===== src/rtl/seq_run_logger.sv =====
// seq_run_logger
//   Turns the run detector's level flag into discrete run events. Each run is
//   classified as a 0-run or 1-run, its length in cycles is measured, and
//   saturating statistics are kept. Completed runs are queued in a small
//   show-ahead FIFO for a slow reader.
//
// Ports
//   clk          system clock, rising edge
//   reset        asynchronous reset, active low
//   detect       registered detector flag (high while a run of >= 4 lasts)
//   w            the bit stream feeding the detector
//   clear        synchronous clear of statistics and FIFO
//   rd_en        pop the FIFO head (ignored while empty)
//   event_pulse  one-cycle strobe in the cycle a run starts
//   zeros_cnt    number of 0-runs started (saturating)
//   ones_cnt     number of 1-runs started (saturating)
//   max_len      longest completed run length
//   fifo_dout    head entry {type, len}, 0 while empty
//   fifo_count   FIFO occupancy
//   fifo_empty   FIFO empty
//   fifo_full    FIFO full
//   overflow     sticky: a completed run was dropped on a full FIFO
module seq_run_logger #(
  parameter int LEN_W = 8,
  parameter int DEPTH = 4
) (
  input  logic                     clk,
  input  logic                     reset,
  input  logic                     detect,
  input  logic                     w,
  input  logic                     clear,
  input  logic                     rd_en,
  output logic                     event_pulse,
  output logic [LEN_W-1:0]         zeros_cnt,
  output logic [LEN_W-1:0]         ones_cnt,
  output logic [LEN_W-1:0]         max_len,
  output logic [LEN_W:0]           fifo_dout,
  output logic [$clog2(DEPTH):0]   fifo_count,
  output logic                     fifo_empty,
  output logic                     fifo_full,
  output logic                     overflow
);

  localparam int PTR_W = $clog2(DEPTH);
  localparam logic [LEN_W-1:0] LEN_MAX  = '1;
  localparam logic [LEN_W-1:0] LEN_ONE  = LEN_W'(1);
  localparam logic [PTR_W:0]   FULL_CNT = (PTR_W+1)'(DEPTH);

  typedef enum logic {IDLE, RUN} state_t;

  state_t             state;
  logic               detect_d;
  logic               w_d;
  logic               run_type;
  logic               in_run;
  logic [LEN_W-1:0]   run_len;
  logic [PTR_W-1:0]   wr_ptr;
  logic [PTR_W-1:0]   rd_ptr;
  logic [LEN_W:0]     mem [DEPTH];

  logic rise;
  logic fall;
  logic push;
  logic pop;
  logic wr;

  assign rise        = detect & ~detect_d;
  // Gated by reset so the strobe stays low while reset is held.
  assign event_pulse = reset & rise;
  assign fall        = in_run & ~detect;
  assign push        = fall & ~clear;
  assign pop         = rd_en & ~fifo_empty & ~clear;
  // A push into a full FIFO succeeds only if a pop frees the head this cycle.
  assign wr          = push & (~fifo_full | pop);

  assign fifo_empty  = (fifo_count == '0);
  assign fifo_full   = (fifo_count == FULL_CNT);
  assign fifo_dout   = fifo_empty ? '0 : mem[rd_ptr];

  always_ff @(posedge clk or negedge reset) begin
    if (!reset) begin
      state      <= IDLE;
      detect_d   <= 1'b0;
      w_d        <= 1'b0;
      run_type   <= 1'b0;
      in_run     <= 1'b0;
      run_len    <= '0;
      zeros_cnt  <= '0;
      ones_cnt   <= '0;
      max_len    <= '0;
      wr_ptr     <= '0;
      rd_ptr     <= '0;
      fifo_count <= '0;
      overflow   <= 1'b0;
    end else begin
      // Edge history keeps tracking through clear so a level that is still
      // high afterwards is not mistaken for a new rise.
      detect_d <= detect;
      w_d      <= w;
      if (clear) begin
        state      <= IDLE;
        in_run     <= 1'b0;
        run_type   <= 1'b0;
        run_len    <= '0;
        zeros_cnt  <= '0;
        ones_cnt   <= '0;
        max_len    <= '0;
        wr_ptr     <= '0;
        rd_ptr     <= '0;
        fifo_count <= '0;
        overflow   <= 1'b0;
      end else begin
        case (state)
          IDLE: begin
            if (rise) begin
              state    <= RUN;
              in_run   <= 1'b1;
              // detect lags w by one flop, so w_d is the bit that completed
              // the pattern.
              run_type <= w_d;
              run_len  <= LEN_ONE;
              if (w_d) begin
                if (ones_cnt != LEN_MAX) ones_cnt <= ones_cnt + 1'b1;
              end else begin
                if (zeros_cnt != LEN_MAX) zeros_cnt <= zeros_cnt + 1'b1;
              end
            end
          end
          RUN: begin
            if (detect) begin
              if (run_len != LEN_MAX) run_len <= run_len + 1'b1;
            end else begin
              state  <= IDLE;
              in_run <= 1'b0;
              if (run_len > max_len) max_len <= run_len;
            end
          end
          default: state <= IDLE;
        endcase

        if (wr)  wr_ptr <= wr_ptr + 1'b1;
        if (pop) rd_ptr <= rd_ptr + 1'b1;
        if (push && fifo_full && !pop) overflow <= 1'b1;

        case ({wr, pop})
          2'b10:   fifo_count <= fifo_count + 1'b1;
          2'b01:   fifo_count <= fifo_count - 1'b1;
          default: fifo_count <= fifo_count;
        endcase
      end
    end
  end

  // Storage needs no reset: fifo_dout is masked while the FIFO is empty.
  always_ff @(posedge clk) begin
    if (wr) mem[wr_ptr] <= {run_type, run_len};
  end

endmodule


===== config.mk =====
export PLATFORM = sky130hd
export DESIGN_NAME = seq_run_logger
export DESIGN_NICKNAME = d
export VERILOG_FILES = /design/src/rtl/seq_run_logger.sv
export SDC_FILE = /design/constraint.sdc
export NUM_CORES = 1
export LEC_CHECK = 0
export BUFFER_PORTS_ARGS = -buffer_cell sky130_fd_sc_hd__buf_2
export CAP_MARGIN = 25
export CORE_AREA = 2 2 118 120
export CTS_BUF_LIST = sky130_fd_sc_hd__clkbuf_4 sky130_fd_sc_hd__clkbuf_8
export CTS_CLUSTER_DIAMETER = 40
export DETAILED_ROUTE_END_ITERATION = 10
export DIE_AREA = 0 0 120 122
export PLACE_DENSITY = 0.5
export SLEW_MARGIN = 20
export SYNTH_ARGS = -nofsm -noshare
export SYNTH_HDL_FRONTEND = slang
export SYNTH_SLANG_ARGS = --single-unit

===== constraint.sdc =====
create_clock -name clk -period 2.75 [get_ports clk]
set_input_delay 0.1375 -clock clk [delete_from_list [all_inputs] [get_ports clk]]
set_output_delay 0.1375 -clock clk [all_outputs]
set_load 0.005 [all_outputs]

==> results.sh, run 1 <==
export IMPL_status="finished, final reports clean"
export IMPL_seq_area_frac_synth=0.558
export IMPL_gp_congestion=0.787
export IMPL_hp_class="in -> reg"
export IMPL_clock_sinks=81
export IMPL_stdcell_area_sq_um=4640
export IMPL_firstDrtPassIters=4
export IMPL_avgRoutedWirePerCell_um=14.3
export IMPL_drt_iter0_markers=94
export IMPL_crit_required_ps=3020
export IMPL_p_per_area_nw_per_um2=494
export IMPL_worst_pin_slew_ps=738
export IMPL_cts_buffers=9
export IMPL_synth_edff_count=36
export IMPL_max_clock_freq_mhz=439
export IMPL_hold_violations=0
export IMPL_coreArea_sq_um=13500
export IMPL_fin_crit_ps=2280
export IMPL_fin_setup_tns_ps=0
export IMPL_rsz0062_at_grt="no"
export IMPL_critPathLaunchType="flop"
export IMPL_finalSetupViolations=0
export IMPL_hpwlAfterDp_um=5610
export IMPL_reg2reg_to="fifo_count[1]"
export IMPL_synth_area_sq_um=3960
export IMPL_ys_ff_latch=81
export IMPL_crit_type="reg -> reg"
export IMPL_die_area_sq_um=14600
export IMPL_placed_cells=559
export IMPL_syn_inst=335
export IMPL_cts_resized=0
export IMPL_layout_drive_gt1_share=0.229
export IMPL_skew_ps=13.9
export IMPL_r2r_start="fifo_count[0]"
export IMPL_slew_headroom=0.506
export IMPL_finalNonFillerCells=577
export IMPL_rrSetupSlack_ps=470
export IMPL_vias_per_cell=4.55
export IMPL_clk_insertion_delay_late_ps=370
export IMPL_grt_use_total=0.119
export IMPL_ys_types=51
export IMPL_nets=414
export IMPL_numPortBuffers=45
export IMPL_root_buffer="clkbuf_8"
export IMPL_worst_path_max_fanout=8
export IMPL_via_count=2627
export IMPL_cts_max_level=3
export IMPL_finalCritPeriodShare=0.828
export IMPL_drv_slew=0
export IMPL_fp_dieW_um=120
export IMPL_syn_to_final_growth_pct=17.3
export IMPL_avgSynthCellArea_sq_um=11.8
export IMPL_initial_core_util=0.293
export IMPL_cts_tree="done"
export IMPL_p_leak_nw=1.86
export IMPL_syn_num_nets=357
export IMPL_setup_worst_path_end_class="flop"
export IMPL_grt_overflow_total=0
export IMPL_drv_cap=0
export IMPL_rows=43
export IMPL_ys_warn_count=0
export IMPL_arrival_ps=2550
export IMPL_remaining_drc_errors=0
export IMPL_grt_pass1_wl_um=13400
export IMPL_diodes=0
export IMPL_peakVddDrop_mv=0.207
export IMPL_finalWirelength_um=8230
export IMPL_grt_pass1_vias=2624
export IMPL_async_reset_ff_frac=0.556
export IMPL_place_area_sq_um=4430
export IMPL_path_clk_slew_ps=90
export IMPL_clk_path_buf_depth=2
export IMPL_hold_ws_ps=32.0
export IMPL_die_h_um=122
export IMPL_grt_antenna_before_repair=0
export IMPL_crit_path_end="fifo_count[1]"
export IMPL_ys_flop_type="dfrtp_1"
export IMPL_startpoint="fifo_count[0]"
export IMPL_ant_nets=0
export IMPL_io_pins=46
export IMPL_rr_worst_depth=6
export IMPL_grt_start_max_net_pins=46
per-layer routing:
layer  track usage  vias up  wire [um]
li1              -     1311          -
met1         0.155     1275       3970
met2         0.195       32       3890
met3        0.0300        9        269
met4        0.0397        0        102
met5             0        -          0
per-stage QoR:
stage	util	setup slack, ps	power, mW
2_1_floorplan	-	548	1.40
4_1_cts	0.344	468	2.34
3_3_place_gp	0.328	546	1.45
5_1_grt	0.344	358	2.40
3_5_place_dp	0.328	508	1.45
6_report	0.344	474	2.29
power breakdown:
group	switching, mW	total, mW	internal, mW	leakage, nW
clock network	0.509	0.867	0.357	0.0995
logic	0.0833	0.133	0.0502	0.807
registers	0.0187	1.29	1.27	0.955
cells in the final DEF (no fill, tap or decap), drive strengths merged, types with 6 or more instances in the layout:
cell	netlist	final
nand2	32	32
edfxtp	36	36
o21ai	6	6
nor3	9	9
ha	15	15
xnor2	12	12
mux4	9	9
nor2	34	34
mux2i	12	12
a21oi	13	13
nand3	13	13
buf	3	56
and2	15	15
clkbuf	9	9
dfrtp	45	45
inv	19	26
how the worst min path moves through the flow:
| stage | startpoint | end | slack (ps) | depth (start not counted) |
|---|---|---|---|---|
| CTS | detect | detect_d | 7 | 1 |
| floorplan | reset | detect_d | -160 | 0 |
| global route | detect | detect_d | 10 | 1 |
| finish | detect | detect_d | 30 | 1 |
| global placement | w | w_d | 270 | 1 |
| detailed placement | w | w_d | 260 | 1 |
synthesized netlist by cell type, types with 2 or more instances:
library cell  number  share of area
nand2_1           32          0.030
inv_2              2         0.0019
nor4_1             3         0.0047
o211ai_1           3         0.0057
clkbuf_1           8         0.0076
nor2_1            34          0.032
nand2b_1           2         0.0032
ha_1              15          0.047
mux4_2             9          0.051
a211oi_2           2         0.0063
and3_1             2         0.0032
a211oi_1           2         0.0038
and2_1            15          0.024
edfxtp_1          36           0.27
o31ai_1            2         0.0038
a21oi_1           13          0.016
o21ai_1            4         0.0051
xnor2_1           12          0.027
nor3_1             9          0.011
or3_1              5         0.0079
or4b_1             2         0.0051
nand4_1            5         0.0079
nor2b_1            2         0.0032
dfrtp_1           45           0.28
nand3_1           13          0.016
inv_1             17          0.016
mux2i_1           12          0.030
o21ai_0            2         0.0025
xor2_1             5          0.011
worst max-delay path, cell delays in order (launching register included):
cell      delay (ps)
dfrtp_1          460
or3_1            170
inv_2             40
or3_1            380
fa_1             470
or3_1            400
a221oi_2         270
cell families (layout without fill, tap and decap cells):
logic type	count (synthesis)	count (layout)	synth area share
XOR/XNOR	17	17	0.0376
AO/OA/AOI/OAI	37	37	0.0674
AND/OR/NAND/NOR	130	130	0.164
multiplexers	23	23	0.0873
flip-flops	81	81	0.558
buffers and inverters	31	93	0.0329
adder cells (fa/ha/maj)	16	16	0.0525
cell type report:
type | count | area, sq um
fill | 1362 | 8860
sequential | 81 | 2210
multi-input combinational | 223 | 1620
timing repair buffer | 58 | 328
tap | 180 | 225
clock buffer | 9 | 124
inverter | 19 | 71.3
clock inverter | 7 | 66.3
sequential cells by signal, summed over array words and instances, names as in the netlist:
signal      count
max_len         8
fifo_count      3
overflow        1
run_len         8
rd_ptr          2
zeros_cnt       8
ones_cnt        8
state           1
mem            36
in_run          1
run_type        1
w_d             1
detect_d        1
wr_ptr          2
what timing repair did:
action / in CTS / in global routing
hold endpoints to repair: 46 / 0
setup buffers: 0 / 0
hold buffers: 2 / 0
Note: power is estimated with default switching activity, not from simulation.
==> run 2: changes to the inputs <==
==> constraint.sdc (replaced) <==
create_clock -name clk -period 2.36 [get_ports clk]
set_input_delay 0.118 -clock clk [delete_from_list [all_inputs] [get_ports clk]]
set_output_delay 0.118 -clock clk [all_outputs]
set_load 0.005 [all_outputs]
==> results.sh, run 2 (synthesis results as in run 1) <==
export IMPL_root_buffer="clkbuf_8"
export IMPL_cts_buffers=9
export IMPL_switching_share=0.265
export IMPL_p_leak_nw=1.94
export IMPL_numPortBuffers=45
export IMPL_finalCritPeriodShare=0.925
export IMPL_slowest_stage="dlygate4sd3_1"
export IMPL_clk_path_buf_depth=2
export IMPL_worst_pin_slew_ps=700
export IMPL_drv_slew=0
export IMPL_fin_setup_tns_ps=0
export IMPL_gp_congestion=0.793
export IMPL_cp_common_cell="or3_1"
export IMPL_cts_max_level=3
export IMPL_remaining_drc_errors=0
export IMPL_status="finished, final reports clean"
export IMPL_die_h_um=122
export IMPL_via_count=2749
export IMPL_grt_pass1_vias=2817
export IMPL_p_per_area_nw_per_um2=560
export IMPL_largest_reg_flops=36
export IMPL_cts_hold_buf=3
export IMPL_initial_core_util=0.293
export IMPL_finalSetupViolations=0
export IMPL_grt_overflow_total=0
export IMPL_finalWirelength_um=8410
export IMPL_crit_type="in -> reg"
export IMPL_skew_ps=8.96
export IMPL_rsz0062_at_grt="no"
export IMPL_cp_top_family="buffers and inverters"
export IMPL_crit_required_ps=2630
export IMPL_rows=43
export IMPL_hold_violations=0
export IMPL_critPathLaunchType="input pin"
export IMPL_vias_per_cell=4.64
export IMPL_grt_antenna_before_repair=0
export IMPL_top_register="mem"
export IMPL_p_int_mw=1.96
export IMPL_slew_headroom=0.531
export IMPL_coreArea_sq_um=13500
export IMPL_syn_to_final_growth_pct=20.5
export IMPL_layout_drive_gt1_share=0.257
export IMPL_post_cts_buffers=0
export IMPL_worst_path_max_fanout=11
export IMPL_hp_class="in -> async"
export IMPL_fin_crit_ps=2180
export IMPL_clock_sinks=81
export IMPL_p_switching_mw=0.709
export IMPL_drv_cap=0
export IMPL_fp_dieW_um=120
export IMPL_grt_use_total=0.122
export IMPL_firstDrtPassIters=4
export IMPL_setup_worst_path_end_class="flop"
export IMPL_diodes=0
export IMPL_hpwlAfterDp_um=5950
export IMPL_critPathBufInv=2
export IMPL_grt_pass1_wl_um=14000
export IMPL_die_area_sq_um=14600
export IMPL_clk_insertion_delay_late_ps=360
export IMPL_critPathMaxStageDelay_ps=550
export IMPL_ant_nets=0
export IMPL_final_cell_mix="dfrtp_1, buf_2, edfxtp_1, nor2_1, nand2_1"
export IMPL_fillers=1367
export IMPL_post_place_ws_ps=223
export IMPL_cp_cell_sequence="dlygate4sd3_1 -> buf_2 -> nor3b_4 -> or3_1 -> fa_1 -> or3_1 -> a221oi_2"
export IMPL_drt_iter0_markers=204
export IMPL_cts_tree="done"
export IMPL_io_pins=46
export IMPL_setup_slack_ps=176
export IMPL_power_frac_comb=0.061
export IMPL_cts_resized=0
export IMPL_grt_start_max_net_pins=35
export IMPL_path_clk_slew_ps=90
export IMPL_avgRoutedWirePerCell_um=14.2
export IMPL_arrival_ps=2450
export IMPL_max_clock_freq_mhz=458
export IMPL_p_seq_frac=0.564
export IMPL_power_frac_clock=0.375
export IMPL_nets=430
export IMPL_peakVddDrop_mv=0.236
[run 2: cell types whose count changed in the layout (fill, tap and decap cells not counted), sizes merged]
| cell | change |
|---|---|
| inv | -3 |
| dlygate4sd3 | +1 |
| clkinv | +1 |
| clkinvlp | +2 |
| buf | +15 |
[run 2: routing by layer]
layer | share of wire | GRT usage
met5 | 0 | 0
met4 | 0.014 | 0.0426
met3 | 0.029 | 0.0248
met2 | 0.49 | 0.198
met1 | 0.47 | 0.161
[run 2: layout make-up]
class / count / area (sq um) / area share
inverter: 19 / 71.3 / 0.0150
multi-input combinational: 223 / 1620 / 0.339
sequential: 81 / 2210 / 0.463
timing repair buffer: 74 / 450 / 0.0945
clock buffer: 9 / 124 / 0.0260
tap: 180 / 225 / 0.0472
clock inverter: 7 / 71.3 / 0.0150
[run 2: per-stage QoR]
| step | hold WS [ps] | utilization | instance area, sq um | total power, mW | std cells |
|---|---|---|---|---|---|
| floorplan | -178 | - | 3960 | 1.63 | 335 |
| global placement | 25.9 | 0.336 | 4540 | 1.69 | 574 |
| detailed placement | 23.4 | 0.336 | 4540 | 1.70 | 574 |
| CTS | 169 | 0.353 | 4770 | 2.71 | 593 |
| global route | 188 | 0.353 | 4770 | 2.80 | 593 |
| finish | 180 | 0.353 | 4770 | 2.67 | 593 |
[run 2: final timing paths]
path,from,end,slack [ps],cells after the start
worst max-delay path,detect,fifo_count[1],180,7
worst min-delay path,reset,ones_cnt[3],180,2
worst max register to register,fifo_count[1],fifo_count[1],210,6
worst min register to register,overflow,overflow,510,1
max in group asynchronous,reset,max_len[1],1420,3
min in group clk,rd_en,rd_ptr[0],180,4
[run 2: power groups by stage]
stage / Clock, mW / Sequential [mW] / Combinational [mW]
final: 1.00 / 1.51 / 0.164
after global routing: 1.10 / 1.51 / 0.186
after CTS: 1.03 / 1.51 / 0.167
after detailed placement: 0 / 1.54 / 0.162
after global placement: 0 / 1.54 / 0.160
after floorplan: 0 / 1.53 / 0.0944
==> run 3: changes to the inputs <==
--- a/config.mk
+++ b/config.mk
@@ -12,7 +12,6 @@
 export CTS_CLUSTER_DIAMETER = 40
 export DETAILED_ROUTE_END_ITERATION = 10
 export DIE_AREA = 0 0 120 122
-export PLACE_DENSITY = 0.5
 export SLEW_MARGIN = 20
 export SYNTH_ARGS = -nofsm -noshare
 export SYNTH_HDL_FRONTEND = slang
==> results.sh, run 3 (synthesis results as in run 1) <==
export IMPL_status="finished, final reports clean"
export IMPL_cts_max_level=3
export IMPL_cts_buffers=9
export IMPL_regArea_sq_um=2210
export IMPL_peakVddDrop_mv=0.239
export IMPL_grt_antenna_before_repair=0
export IMPL_fin_crit_ps=2170
export IMPL_clk_insertion_delay_late_ps=370
export IMPL_grt_use_total=0.115
export IMPL_slew_headroom=0.544
export IMPL_coreArea_sq_um=13500
export IMPL_worst_pin_slew_ps=682
export IMPL_drt_iter0_markers=158
export IMPL_numPortBuffers=45
export IMPL_fillers=1321
export IMPL_firstDrtPassIters=4
export IMPL_hpwlAfterDp_um=5630
export IMPL_slowest_stage="fa_1"
export IMPL_clock_sinks=81
export IMPL_critPathMaxStageDelay_ps=470
export IMPL_crit_cells=6
export IMPL_cp_common_cell="or3_1"
export IMPL_largest_reg_flops=36
export IMPL_clk_path_buf_depth=2
export IMPL_via_count=2756
export IMPL_layout_drive_gt1_share=0.242
export IMPL_cp_top_family="simple AND/OR/NAND/NOR gates"
export IMPL_avgRoutedWirePerCell_um=13.9
export IMPL_grt_busiest_layer="met2"
export IMPL_skew_ps=14.4
export IMPL_post_cts_buffers=0
export IMPL_rrSetupSlack_ps=190
export IMPL_grt_overflow_total=0
export IMPL_rows=43
export IMPL_top_register="mem"
export IMPL_met3_usage=0.0360
export IMPL_ant_nets=0
export IMPL_startpoint="fifo_count[2]"
export IMPL_reg2reg_to="fifo_count[1]"
export IMPL_crit_required_ps=2630
export IMPL_rsz0062_at_grt="no"
export IMPL_crit_path_end="fifo_count[1]"
export IMPL_max_clock_freq_mhz=461
export IMPL_grt_pass1_vias=2663
export IMPL_rr_worst_depth=6
export IMPL_p_leak_nw=1.90
export IMPL_finalNonFillerCells=585
export IMPL_fin_setup_tns_ps=0
export IMPL_hp_class="in -> reg"
export IMPL_critPathBufInv=1
export IMPL_diodes=0
export IMPL_finalCritPeriodShare=0.919
export IMPL_placed_cells=566
export IMPL_critPathLaunchType="flop"
export IMPL_drv_cap=0
export IMPL_fp_dieW_um=120
export IMPL_final_cell_mix="dfrtp_1, buf_2, edfxtp_1, nor2_1, nand2_1"
export IMPL_finalWirelength_um=8110
export IMPL_initial_core_util=0.293
export IMPL_arrival_ps=2440
export IMPL_crit_type="reg -> reg"
export IMPL_remaining_drc_errors=0
export IMPL_cts_tree="done"
export IMPL_grtUsageMet1=0.149
export IMPL_r2r_start="fifo_count[2]"
export IMPL_setup_worst_path_end_class="flop"
export IMPL_die_area_sq_um=14600
export IMPL_syn_to_final_growth_pct=18.7
export IMPL_p_per_area_nw_per_um2=561
export IMPL_nets=422
export IMPL_io_pins=46
export IMPL_die_h_um=122
export IMPL_gp_congestion=0.825
export IMPL_grt_pass1_wl_um=13100
export IMPL_hold_violations=0
export IMPL_worst_path_max_fanout=2
export IMPL_path_clk_slew_ps=100
export IMPL_final_core_util=0.348
export IMPL_finalSetupViolations=0
export IMPL_vias_per_cell=4.71
export IMPL_root_buffer="clkbuf_8"
export IMPL_gr_usage_met2=0.186
export IMPL_cp_cell_sequence="or3_1 -> inv_2 -> or3_1 -> fa_1 -> or3_1 -> a221oi_2"
export IMPL_multi_input_area_sq_um=1620
export IMPL_drv_slew=0
export IMPL_grt_start_max_net_pins=46
-- run 3: final cells by class --
type / instances / area share
Clock buffer: 9 / 0.0264
Sequential cell: 81 / 0.470
Timing Repair Buffer: 66 / 0.0832
Clock inverter: 7 / 0.0125
Multi-Input combinational cell: 223 / 0.345
Inverter: 19 / 0.0152
Tap cell: 180 / 0.0480
-- run 3: worst min path at each step --
stage / from / to / slack [ps] / cells after the start
detailed placement: w / w_d / 240 / 1
global placement: w / w_d / 240 / 1
finish: clear / run_len[2] / 180 / 3
CTS: rd_en / rd_ptr[0] / 160 / 4
floorplan: reset / detect_d / -180 / 0
global route: clear / run_len[0] / 190 / 3
-- run 3: per-layer routing --
layer | part of all wire | routed length, um
met2 | 0.48 | 3890
met1 | 0.47 | 3790
met4 | 0.013 | 108
met5 | 0 | 0
met3 | 0.040 | 327
-- run 3: through the flow --
stage / power [mW] / instance area, sq um / setup slack (ps) / hold WS, ps
floorplan: 1.63 / 3960 / 158 / -178
global placement: 1.69 / 4480 / 260 / 244
detailed placement: 1.69 / 4480 / 217 / 236
CTS: 2.67 / 4690 / 191 / 159
global route: 2.75 / 4690 / 106 / 192
finish: 2.63 / 4690 / 191 / 184
-- run 3: worst register-to-register path: cells and delay by family (launching register included) --
family / cells / cell delay, ps
flip-flops: 1 / 370
adder cells (fa/ha/maj): 1 / 470
buffers and inverters: 1 / 40
AO/OA/AOI/OAI: 1 / 280
AND/OR/NAND/NOR: 3 / 920
-- run 3: timing repair --
item | 4_1_cts | 5_1_grt
gates resized for setup | 0 | 0
hold endpoints to repair | 47 | 0
hold buffers | 3 | 0
-- run 3: where the power goes --
group          total [mW]  internal (mW)  switching (mW)
clock network       0.967          0.402           0.565
registers            1.51           1.49          0.0232
logic               0.156         0.0607          0.0952
